File: config.mk
export PLATFORM = sky130hd
export DESIGN_NAME = renkon_loader
export DESIGN_NICKNAME = d
export VERILOG_FILES = /design/src/rtl/renkon_loader_pkg.sv /design/src/rtl/renkon_loader_cnt.sv /design/src/rtl/renkon_loader.sv
export SDC_FILE = /design/constraint.sdc
export NUM_CORES = 1
export LEC_CHECK = 0
export CORE_AREA = 2 2 162 124
export CTS_CLUSTER_SIZE = 12
export DETAILED_ROUTE_END_ITERATION = 7
export DIE_AREA = 0 0 164 126
export HOLD_SLACK_MARGIN = 0.02
export MAX_ROUTING_LAYER = met4
export PLACE_DENSITY = 0.8
export SLEW_MARGIN = 20
export SYNTH_ARGS = -nofsm -noshare
export SYNTH_HDL_FRONTEND = slang
export SYNTH_SLANG_ARGS = --single-unit
File: constraint.sdc
create_clock -name clk -period 4.1 [get_ports clk]
set_clock_uncertainty 0.1 [all_clocks]
set_input_delay 0.82 -clock clk [delete_from_list [all_inputs] [get_ports clk]]
set_output_delay 0.82 -clock clk [all_outputs]
set_load 0.01 [all_outputs]
File: src/rtl/renkon_loader_pkg.sv
//============================================================================
// Module   : renkon_loader_pkg
// Brief    : Shared widths and loader FSM state type for the renkon feeder.
// Revision : 1.0 - initial release
//============================================================================
`default_nettype none

package renkon_loader_pkg;

    localparam int c_dwidth  = 16;
    localparam int c_imgsize = 12;
    localparam int c_netsize = 11;
    localparam int c_core    = 8;
    localparam int c_corelog = 3;
    localparam int c_lwidth  = 10;

    typedef enum logic [2:0] {
        ST_IDLE     = 3'd0,
        ST_LOAD_IMG = 3'd1,
        ST_LOAD_NET = 3'd2,
        ST_REQ      = 3'd3,
        ST_WAIT     = 3'd4,
        ST_DONE     = 3'd5
    } loader_state_t;

endpackage

`default_nettype wire

File: src/rtl/renkon_loader_cnt.sv
//============================================================================
// Module   : loader_cnt
// Brief    : Loadable up-counter; wraps to zero after reaching i_last.
// Revision : 1.0 - initial release
//============================================================================
`default_nettype none

module loader_cnt #(
    parameter int WIDTH = 8
) (
    input  logic             clk,
    input  logic             xrst,
    input  logic             i_load,
    input  logic [WIDTH-1:0] i_load_val,
    input  logic             i_en,
    input  logic [WIDTH-1:0] i_last,
    output logic [WIDTH-1:0] o_count,
    output logic             o_tc
);

    logic [WIDTH-1:0] r_count;

    always_ff @(posedge clk or negedge xrst) begin
        if (!xrst) begin
            r_count <= '0;
        end else if (i_load) begin
            r_count <= i_load_val;
        end else if (i_en) begin
            r_count <= o_tc ? '0 : r_count + WIDTH'(1);
        end
    end

    assign o_tc    = (r_count == i_last);
    assign o_count = r_count;

endmodule

`default_nettype wire

File: src/rtl/renkon_loader.sv
//============================================================================
// Module   : renkon_loader
// Brief    : Streams image and per-core weight words into renkon memories,
//            then runs the req/ack handshake. LOADER_CHECKSUM_EN adds a
//            running sum of accepted stream words on output checksum.
// Revision : 1.0 - initial release
//============================================================================
`default_nettype none

module renkon_loader
    import renkon_loader_pkg::*;
#(
    parameter int DWIDTH  = c_dwidth,
    parameter int IMGSIZE = c_imgsize,
    parameter int NETSIZE = c_netsize,
    parameter int CORE    = c_core,
    parameter int CORELOG = c_corelog,
    parameter int LWIDTH  = c_lwidth
) (
    input  logic                      clk,
    input  logic                      xrst,
    input  logic                      start,
    input  logic [IMGSIZE-1:0]        img_words,
    input  logic [NETSIZE-1:0]        net_words,
    input  logic [IMGSIZE-1:0]        in_base,
    input  logic [IMGSIZE-1:0]        out_base,
    input  logic [LWIDTH-1:0]         cfg_total_out,
    input  logic [LWIDTH-1:0]         cfg_total_in,
    input  logic [LWIDTH-1:0]         cfg_img_size,
    input  logic [LWIDTH-1:0]         cfg_fil_size,
    input  logic [LWIDTH-1:0]         cfg_pool_size,
    input  logic                      s_valid,
    output logic                      s_ready,
    input  logic signed [DWIDTH-1:0]  s_data,
    output logic                      img_we,
    output logic [IMGSIZE-1:0]        input_addr,
    output logic signed [DWIDTH-1:0]  write_img,
    output logic [IMGSIZE-1:0]        output_addr,
    output logic [CORELOG:0]          net_we,
    output logic [NETSIZE-1:0]        net_addr,
    output logic signed [DWIDTH-1:0]  write_net,
    output logic [LWIDTH-1:0]         total_out,
    output logic [LWIDTH-1:0]         total_in,
    output logic [LWIDTH-1:0]         img_size,
    output logic [LWIDTH-1:0]         fil_size,
    output logic [LWIDTH-1:0]         pool_size,
    output logic                      req,
    input  logic                      ack,
`ifdef LOADER_CHECKSUM_EN
    output logic signed [DWIDTH-1:0]  checksum,
`endif
    output logic                      busy,
    output logic                      done
);

    loader_state_t r_state, w_state_nxt;

    logic [IMGSIZE-1:0]       r_img_words, r_in_base, r_out_base;
    logic [NETSIZE-1:0]       r_net_words;
    logic [LWIDTH-1:0]        r_total_out, r_total_in, r_img_size, r_fil_size, r_pool_size;
    logic                     r_img_we, r_req;
    logic [IMGSIZE-1:0]       r_input_addr, r_output_addr;
    logic [DWIDTH-1:0]        r_write_img, r_write_net;
    logic [CORELOG:0]         r_net_we;
    logic [NETSIZE-1:0]       r_net_addr;

    logic                     w_start_acc, w_acc, w_img_acc, w_net_acc, w_in_handshake;
    logic [IMGSIZE-1:0]       w_img_idx;
    logic [NETSIZE-1:0]       w_net_idx;
    logic [CORELOG-1:0]       w_core_idx;
    logic                     w_img_tc, w_net_tc, w_core_tc;

    assign w_start_acc = start && (r_state == ST_IDLE);
    assign w_acc       = s_valid && s_ready;
    assign w_img_acc   = w_acc && (r_state == ST_LOAD_IMG);
    assign w_net_acc   = w_acc && (r_state == ST_LOAD_NET);

    loader_cnt #(.WIDTH(IMGSIZE)) u_img_cnt (
        .clk(clk), .xrst(xrst), .i_load(w_start_acc), .i_load_val('0),
        .i_en(w_img_acc), .i_last(r_img_words - IMGSIZE'(1)),
        .o_count(w_img_idx), .o_tc(w_img_tc)
    );

    loader_cnt #(.WIDTH(NETSIZE)) u_net_cnt (
        .clk(clk), .xrst(xrst), .i_load(w_start_acc), .i_load_val('0),
        .i_en(w_net_acc), .i_last(r_net_words - NETSIZE'(1)),
        .o_count(w_net_idx), .o_tc(w_net_tc)
    );

    loader_cnt #(.WIDTH(CORELOG)) u_core_cnt (
        .clk(clk), .xrst(xrst), .i_load(w_start_acc), .i_load_val('0),
        .i_en(w_net_acc && w_net_tc), .i_last(CORELOG'(CORE - 1)),
        .o_count(w_core_idx), .o_tc(w_core_tc)
    );

    always_ff @(posedge clk or negedge xrst) begin
        if (!xrst) begin
            r_state <= ST_IDLE;
        end else begin
            r_state <= w_state_nxt;
        end
    end

    always_comb begin
        w_state_nxt = r_state;
        case (r_state)
            ST_IDLE: begin
                if (start) begin
                    if (img_words != '0)      w_state_nxt = ST_LOAD_IMG;
                    else if (net_words != '0) w_state_nxt = ST_LOAD_NET;
                    else                      w_state_nxt = ST_REQ;
                end
            end
            ST_LOAD_IMG: begin
                if (w_acc && w_img_tc)
                    w_state_nxt = (r_net_words != '0) ? ST_LOAD_NET : ST_REQ;
            end
            ST_LOAD_NET: begin
                if (w_acc && w_net_tc && w_core_tc) w_state_nxt = ST_REQ;
            end
            ST_REQ:  w_state_nxt = ST_WAIT;
            ST_WAIT: if (ack) w_state_nxt = ST_DONE;
            ST_DONE: w_state_nxt = ST_IDLE;
            default: w_state_nxt = ST_IDLE;
        endcase
    end

    always_ff @(posedge clk or negedge xrst) begin
        if (!xrst) begin
            r_img_words <= '0;
            r_net_words <= '0;
            r_in_base   <= '0;
            r_out_base  <= '0;
            r_total_out <= '0;
            r_total_in  <= '0;
            r_img_size  <= '0;
            r_fil_size  <= '0;
            r_pool_size <= '0;
        end else if (w_start_acc) begin
            r_img_words <= img_words;
            r_net_words <= net_words;
            r_in_base   <= in_base;
            r_out_base  <= out_base;
            r_total_out <= cfg_total_out;
            r_total_in  <= cfg_total_in;
            r_img_size  <= cfg_img_size;
            r_fil_size  <= cfg_fil_size;
            r_pool_size <= cfg_pool_size;
        end
    end

    assign w_in_handshake = (w_state_nxt == ST_REQ) || (w_state_nxt == ST_WAIT) ||
                            (w_state_nxt == ST_DONE);

    // A final image write owns input_addr for its strobe cycle; the base
    // address is restored from the following cycle on.
    always_ff @(posedge clk or negedge xrst) begin
        if (!xrst) begin
            r_img_we      <= 1'b0;
            r_input_addr  <= '0;
            r_write_img   <= '0;
            r_output_addr <= '0;
            r_net_we      <= '0;
            r_net_addr    <= '0;
            r_write_net   <= '0;
            r_req         <= 1'b0;
        end else begin
            r_img_we <= w_img_acc;
            r_net_we <= w_net_acc ? ({1'b0, w_core_idx} + (CORELOG+1)'(1)) : '0;
            r_req    <= (r_state == ST_REQ);
            if (w_img_acc) begin
                r_input_addr <= r_in_base + w_img_idx;
                r_write_img  <= s_data;
            end else if (w_in_handshake) begin
                r_input_addr <= r_in_base;
            end
            if (w_in_handshake) r_output_addr <= r_out_base;
            if (w_net_acc) begin
                r_net_addr  <= w_net_idx;
                r_write_net <= s_data;
            end
        end
    end

`ifdef LOADER_CHECKSUM_EN
    logic [DWIDTH-1:0] r_checksum;

    always_ff @(posedge clk or negedge xrst) begin
        if (!xrst) begin
            r_checksum <= '0;
        end else if (w_start_acc) begin
            r_checksum <= '0;
        end else if (w_acc) begin
            r_checksum <= r_checksum + s_data;
        end
    end

    assign checksum = r_checksum;
`endif

    assign s_ready     = (r_state == ST_LOAD_IMG) || (r_state == ST_LOAD_NET);
    assign busy        = (r_state != ST_IDLE);
    assign done        = (r_state == ST_DONE);
    assign req         = r_req;
    assign img_we      = r_img_we;
    assign input_addr  = r_input_addr;
    assign write_img   = r_write_img;
    assign output_addr = r_output_addr;
    assign net_we      = r_net_we;
    assign net_addr    = r_net_addr;
    assign write_net   = r_write_net;
    assign total_out   = r_total_out;
    assign total_in    = r_total_in;
    assign img_size    = r_img_size;
    assign fil_size    = r_fil_size;
    assign pool_size   = r_pool_size;

endmodule

`default_nettype wire

## After elaboration in Yosys (flattened, before gate mapping)

Cells that the tools add are included.

- Multiplexer cells: 20
- Reduce and logical (&&, ||, !) cells: 20
- Add/sub/neg operators: 7
- Eq/ne operators: 11

Operators with widths:

| operator | number |
|---|---|
| two-way mux 12 bit | 5 |
| two-way mux 11 bit | 3 |
| nonzero test 11 bit | 2 |
| two-way mux 3 bit | 7 |
| == test 3 bit, second input constant | 5 |
| one-hot mux 3 bit (5 select lines) | 1 |
| adder 12 x 1 -> 12 bit, second input constant | 1 |
| adder 12 bit | 1 |
| == test 12 bit | 1 |
| nonzero test 12 bit | 1 |
| subtractor 12 x 1 -> 12 bit, second input constant | 1 |
| adder 11 x 1 -> 11 bit, second input constant | 1 |
| == test 11 bit | 1 |
| subtractor 11 x 1 -> 11 bit, second input constant | 1 |
| == test 3 x 2 -> 1 bit, second input constant | 3 |
| logical AND 1 bit | 8 |
| nonzero test 2 bit | 4 |
| adder 3 x 1 -> 4 bit, second input constant | 1 |
| two-way mux 4 bit | 1 |
| adder 3 x 1 -> 3 bit, second input constant | 1 |
| == test 3 x 1 -> 1 bit, second input constant | 1 |
| logical NOT 3 bit | 1 |
| logical OR 1 bit | 3 |
| nonzero test 3 bit | 1 |
| other kinds (2) | 3 |

- Bits of input ports: 118
- Word-level logic and storage cells: 79
- Flip-flop bits (word level): 199

## Depth between registers and ports, before layout

- Depth in word-level cells: 12
- Gate-level depth with buffers: 13
- Mapped depth without buffers: 12

## By module

From an unflattened synthesis, not the netlist that was laid out.

- Cell total of the unflattened synthesis: 792
- Area, all modules: 9584.2 um^2

Modules (own cells, without submodules):

| module | instances | cells an instance | area an instance (um^2) |
|---|---|---|---|
| renkon_loader | 1 | 552 | 7523.5 |
| loader_cnt at u_img_cnt | 1 | 115 | 947.2 |
| loader_cnt at u_net_cnt | 1 | 102 | 889.6 |
| loader_cnt at u_core_cnt | 1 | 23 | 224.0 |

## Worst setup path after synthesis

OpenSTA, ideal clock, no wires.

- Kind: reg-to-reg
- From: register r_img_words[0]
- To: register r_output_addr[10] (netlist: output_addr[10])
- Data required time: 3875 ps
- Arrival time: 2788 ps
- Library setup time: 125 ps
- Buffers on the path: 1
- Cell stages (with the launch flop): 10
- Slack: 1087 ps
- Path through: dfrtp_1 -> or4_4 -> or3_1 -> and4bb_1 -> o221ai_2 -> nor4_1 -> o21ai_1 -> a21oi_4 -> buf_12 -> mux2_4

- Word-level cells in the longest chain between the ends: 8
- Elaborated cells between the ends (all ways): 10

RTL lines:

| element | RTL line | source |
|---|---|---|
| start: declaration | renkon_loader.sv:58 | `logic [IMGSIZE-1:0] r_img_words, r_in_base, r_out_base;` |
| start signal: assignment | renkon_loader.sv:140 | `r_img_words <= img_words;` |
| subtractor 12 x 1 -> 12 bit * | renkon_loader.sv:80 | `.i_en(w_img_acc), .i_last(r_img_words - IMGSIZE'(1)),` |
| == test 12 bit * | renkon_loader_cnt.sv:33 | `assign o_tc = (r_count == i_last);` |
| logical AND 1 bit * | renkon_loader.sv:115 | `if (w_acc && w_img_tc)` |
| two-way mux 3 bit * | renkon_loader.sv:115 |  |
| one-hot mux 3 bit (5 select lines) * | renkon_loader.sv:106 | `case (r_state)` |
| named net w_state_nxt[0] | renkon_loader.sv:56 | `loader_state_t r_state, w_state_nxt;` |
| == test 3 x 2 -> 1 bit / == test 3 bit (equally long branches) | renkon_loader.sv:152 | `assign w_in_handshake = (w_state_nxt == ST_REQ) \|\| (w_state_nxt == ST_WAIT) \|\|` |
| logical OR 1 bit | renkon_loader.sv:152 |  |
| logical OR 1 bit * | renkon_loader.sv:152 |  |
| end signal: assignment | renkon_loader.sv:177 | `if (w_in_handshake) r_output_addr <= r_out_base;` |
| end: declaration | renkon_loader.sv:62 | `logic [IMGSIZE-1:0] r_input_addr, r_output_addr;` |

Mark *: on every way through the listed nets, which the timed path passes. The rest lies on a longest branch.
A chain may end at the register's enable or synchronous reset.

## Final worst setup path

- From: register r_img_words[0]
- To: register r_output_addr[0] (netlist: output_addr[0])

The elaborated chain is that of the path after synthesis.

==> qor.yml <==
place:
  post-dp-hpwl_mm: 16.4
  gp_congestion: 0.835
  dp_worst_setup_slack_ns: 0.499
  io_buffers: 243
synth:
  synth_edf_count: 0
  async_flop_share_pct: 100
  post_synth_fa_ha_maj_area_fraction_pct: 2.53
  synth_seq_cells: 199
  synth-xor-area-share_pct: 3.90
  ys_warn_count: 0
  synth_cell_types: 59
  synthesis.instances: 1025
  yosys.area_share.simple_pct: 26.3
  syn_area_per_cell_um2: 8.99
  synth-compound-area-share_pct: 6.89
  ys_seq_area_share_pct: 54.1
  synth_top_family_by_area: "simple AND/OR/NAND/NOR gates"
  synthMuxAreaShare_pct: 3.38
  yosys_most_used_dff: "dfrtp_1"
  syn_nets: 1161
  mappedNetlistArea_mm2: 0.00921
cts:
  cts_tree: "yes"
  post-cts-setup-buffers: 0
  cts_resized: 0
  cts_hold_buf: 0
  path_clk_slew_ns: 0.07
  h-tree-depth: 4
  root_buffer: "clkbuf_16"
  clock-sinks: 199
  clock_latency_ns: 0.44
  clk_path_buf_depth: 2
  cts-buffers-inserted: 17
finish:
  fin_nets: 1392
  drive_gt1_share_pct: 5.52
  fillers: 1536
  antenna_cells: 0
  area_growth_syn_to_layout_pct: 35.9
pwr:
  p_per_area_mw_per_mm2: 632
  p_leak_nw: 6.16
  peakVddDrop_v: 0.000330
floorplan:
  die-area_mm2: 0.0207
  io_pins: 244
  die_w_um: 164
  core_mm2: 0.0191
  die_y_um: 126
  rows: 44
  start_util_pct: 48.2
route:
  wl_mm: 23.3
  vias: 7766
  viasPerCell: 5.10
  drt_drc_violations_left: 0
  drt-wirelength-per-cell_um: 15.3
  drt-pass1-iter-count: 7
  ant_nets: 0
  drt_iter0_drc: 587
timing:
  finalCritPeriodShare_pct: 81.3
  relSlewSlack_pct: 50.9
  postLayoutSetupSlackWorst_ns: 0.767
  setup_viol: 0
  hold_viol: 0
  tns_ns: 0
  fin_crit_ns: 3.33
  slew_viol_final: 0
  rsz0062_at_grt: "false"
  tightest_slew_ns: 0.730
  max_freq_mhz: 300
global_routing:
  grt_pass1_wl_mm: 37.6
  antenna_found_initial: 0
  grt_pass1_vias: 7570
  groute.usage.overall_pct: 23.5
  grt-ovfl-total: 0
  grt_max_degree: 126
worst_setup_path:
  end_kind: "register"
  r2r_cells: 11
  startpoint_type: "register"
  cp_max_fo: 25
  reg2reg_slack_ns: 0.77
  worstPathArrival_ns: 3.55
  cp_slowest_cell: "or3b_2"
  path_cells: "inv_1 > ha_1 > or3b_2 > nor3_1 > mux2i_1 > a21oi_1 > nor4_1 > o21ai_1 > a21oi_4 > buf_12 > mux2_2"
  critPathRequiredTime_ns: 4.32
  crit_type: "reg2reg"
  slowest_delay_ns: 0.52
flow_run:
  max-cap-violations: 0
status:
  status: "completed"
hold_path:
  hp-class: "in2async"
[power by group]
group / total [mW] / switching, mW / internal, mW
clock network: 1.75 / 0.817 / 0.932
registers: 3.11 / 0.502 / 2.61
logic: 3.05 / 1.51 / 1.55
[path summary, 6_finish.rpt]
check,to,start
worst max-delay path,output_addr[0],r_img_words[0]
worst min-delay path,net_addr[5],xrst
worst max register to register,output_addr[0],r_img_words[0]
worst min register to register,pool_size[3],pool_size[3]
max in group asynchronous,write_net[3],xrst
min in group clk,pool_size[3],pool_size[3]
[critical path: cells and delay by family, from the launching register on]
family | cells | cell delay [ns]
flops | 1 | 0.42
compound gates | 3 | 0.44
buf+inv | 2 | 0.31
mux | 2 | 0.57
simple gates | 3 | 1.13
fa+ha+maj | 1 | 0.22
[stage by stage]
stage / utilization, % / area, um2 / power, mW / hold slack, ns / cells
2_1_floorplan: - / 9210 / 4.75 / 0.342 / 1025
3_3_place_gp: 62.2 / 11900 / 6.08 / 0.356 / 1489
3_5_place_dp: 62.2 / 11900 / 6.19 / 0.361 / 1489
4_1_cts: 65.4 / 12500 / 7.97 / 0.380 / 1521
5_1_grt: 65.5 / 12500 / 8.46 / 0.172 / 1522
6_report: 65.5 / 12500 / 7.91 / 0.177 / 1522
[cells in the final DEF, fill, tap and decap left out, types with 16 or more instances in the layout]
master / n
ha_1: 17
and3_1: 18
nand3_1: 16
xnor2_1: 20
o21ai_0: 55
clkdlybuf4s50_1: 242
nand2_1: 430
nor2_1: 36
nand2b_1: 20
clkbuf_16: 17
dfrtp_1: 199
xor2_1: 21
[synthesized netlist by cell type, types with 3 or more instances]
library cell | number | share of area [%]
and2_1 | 5 | 0.34
o2111ai_1 | 3 | 0.29
nand4_1 | 9 | 0.61
buf_1 | 5 | 0.20
nor2_1 | 36 | 1.5
o21ai_1 | 8 | 0.43
mux2_4 | 7 | 1.1
clkbuf_1 | 37 | 1.5
xor2_1 | 21 | 2.0
o21ai_0 | 55 | 3.0
mux2_2 | 5 | 0.61
nor3_1 | 13 | 0.71
and3_1 | 18 | 1.2
or3_1 | 4 | 0.27
a31oi_1 | 3 | 0.20
o31ai_1 | 4 | 0.33
a21o_1 | 5 | 0.41
nand2b_1 | 20 | 1.4
mux2i_1 | 15 | 1.6
inv_1 | 13 | 0.53
a21oi_1 | 9 | 0.49
nor4_1 | 8 | 0.54
a211oi_1 | 3 | 0.24
ha_1 | 17 | 2.3
nand3_1 | 16 | 0.87
dfrtp_1 | 199 | 54
xnor2_1 | 20 | 1.9
nand2_1 | 431 | 18
[cell families (layout without fill, tap and decap cells)]
family	after synthesis	in the layout
flip-flops	199	199
AND/OR/NAND/NOR	575	575
buffers and inverters	61	305
XOR/XNOR	41	41
multiplexers	27	27
AO/OA/AOI/OAI	104	104
adder cells (fa/ha/maj)	18	18
[metal layers]
layer  wire length, um  share of wire (%)  track usage [%]
met1             11000                 47             31.8
met2             11000                 47             37.6
met3              1150                4.9             4.35
met4               179               0.77             4.75
met5                 0                  0                -
[registers in the layout (all words and copies together) (netlist names), 10 cells and up]
register / flops
r_img_words: 12
r_in_base: 12
write_net: 16
r_net_words: 11
fil_size: 10
output_addr: 12
img_size: 10
pool_size: 10
r_out_base: 12
write_img: 16
input_addr: 12
u_img_cnt.o_count: 12
u_net_cnt.o_count: 11
total_out: 10
net_addr: 11
total_in: 10
[final cells by class]
cell class	count	area [um2]	share of cell area, %
repair buffers	259	2590	20.7
flip-flops and latches	199	4980	39.8
clock buffers	18	429	3.43
multi-input cells	765	3970	31.7
inverters	14	52.6	0.420
clock inverters	14	181	1.45
well taps	253	317	2.53
(Power assumes the default switching activity.)
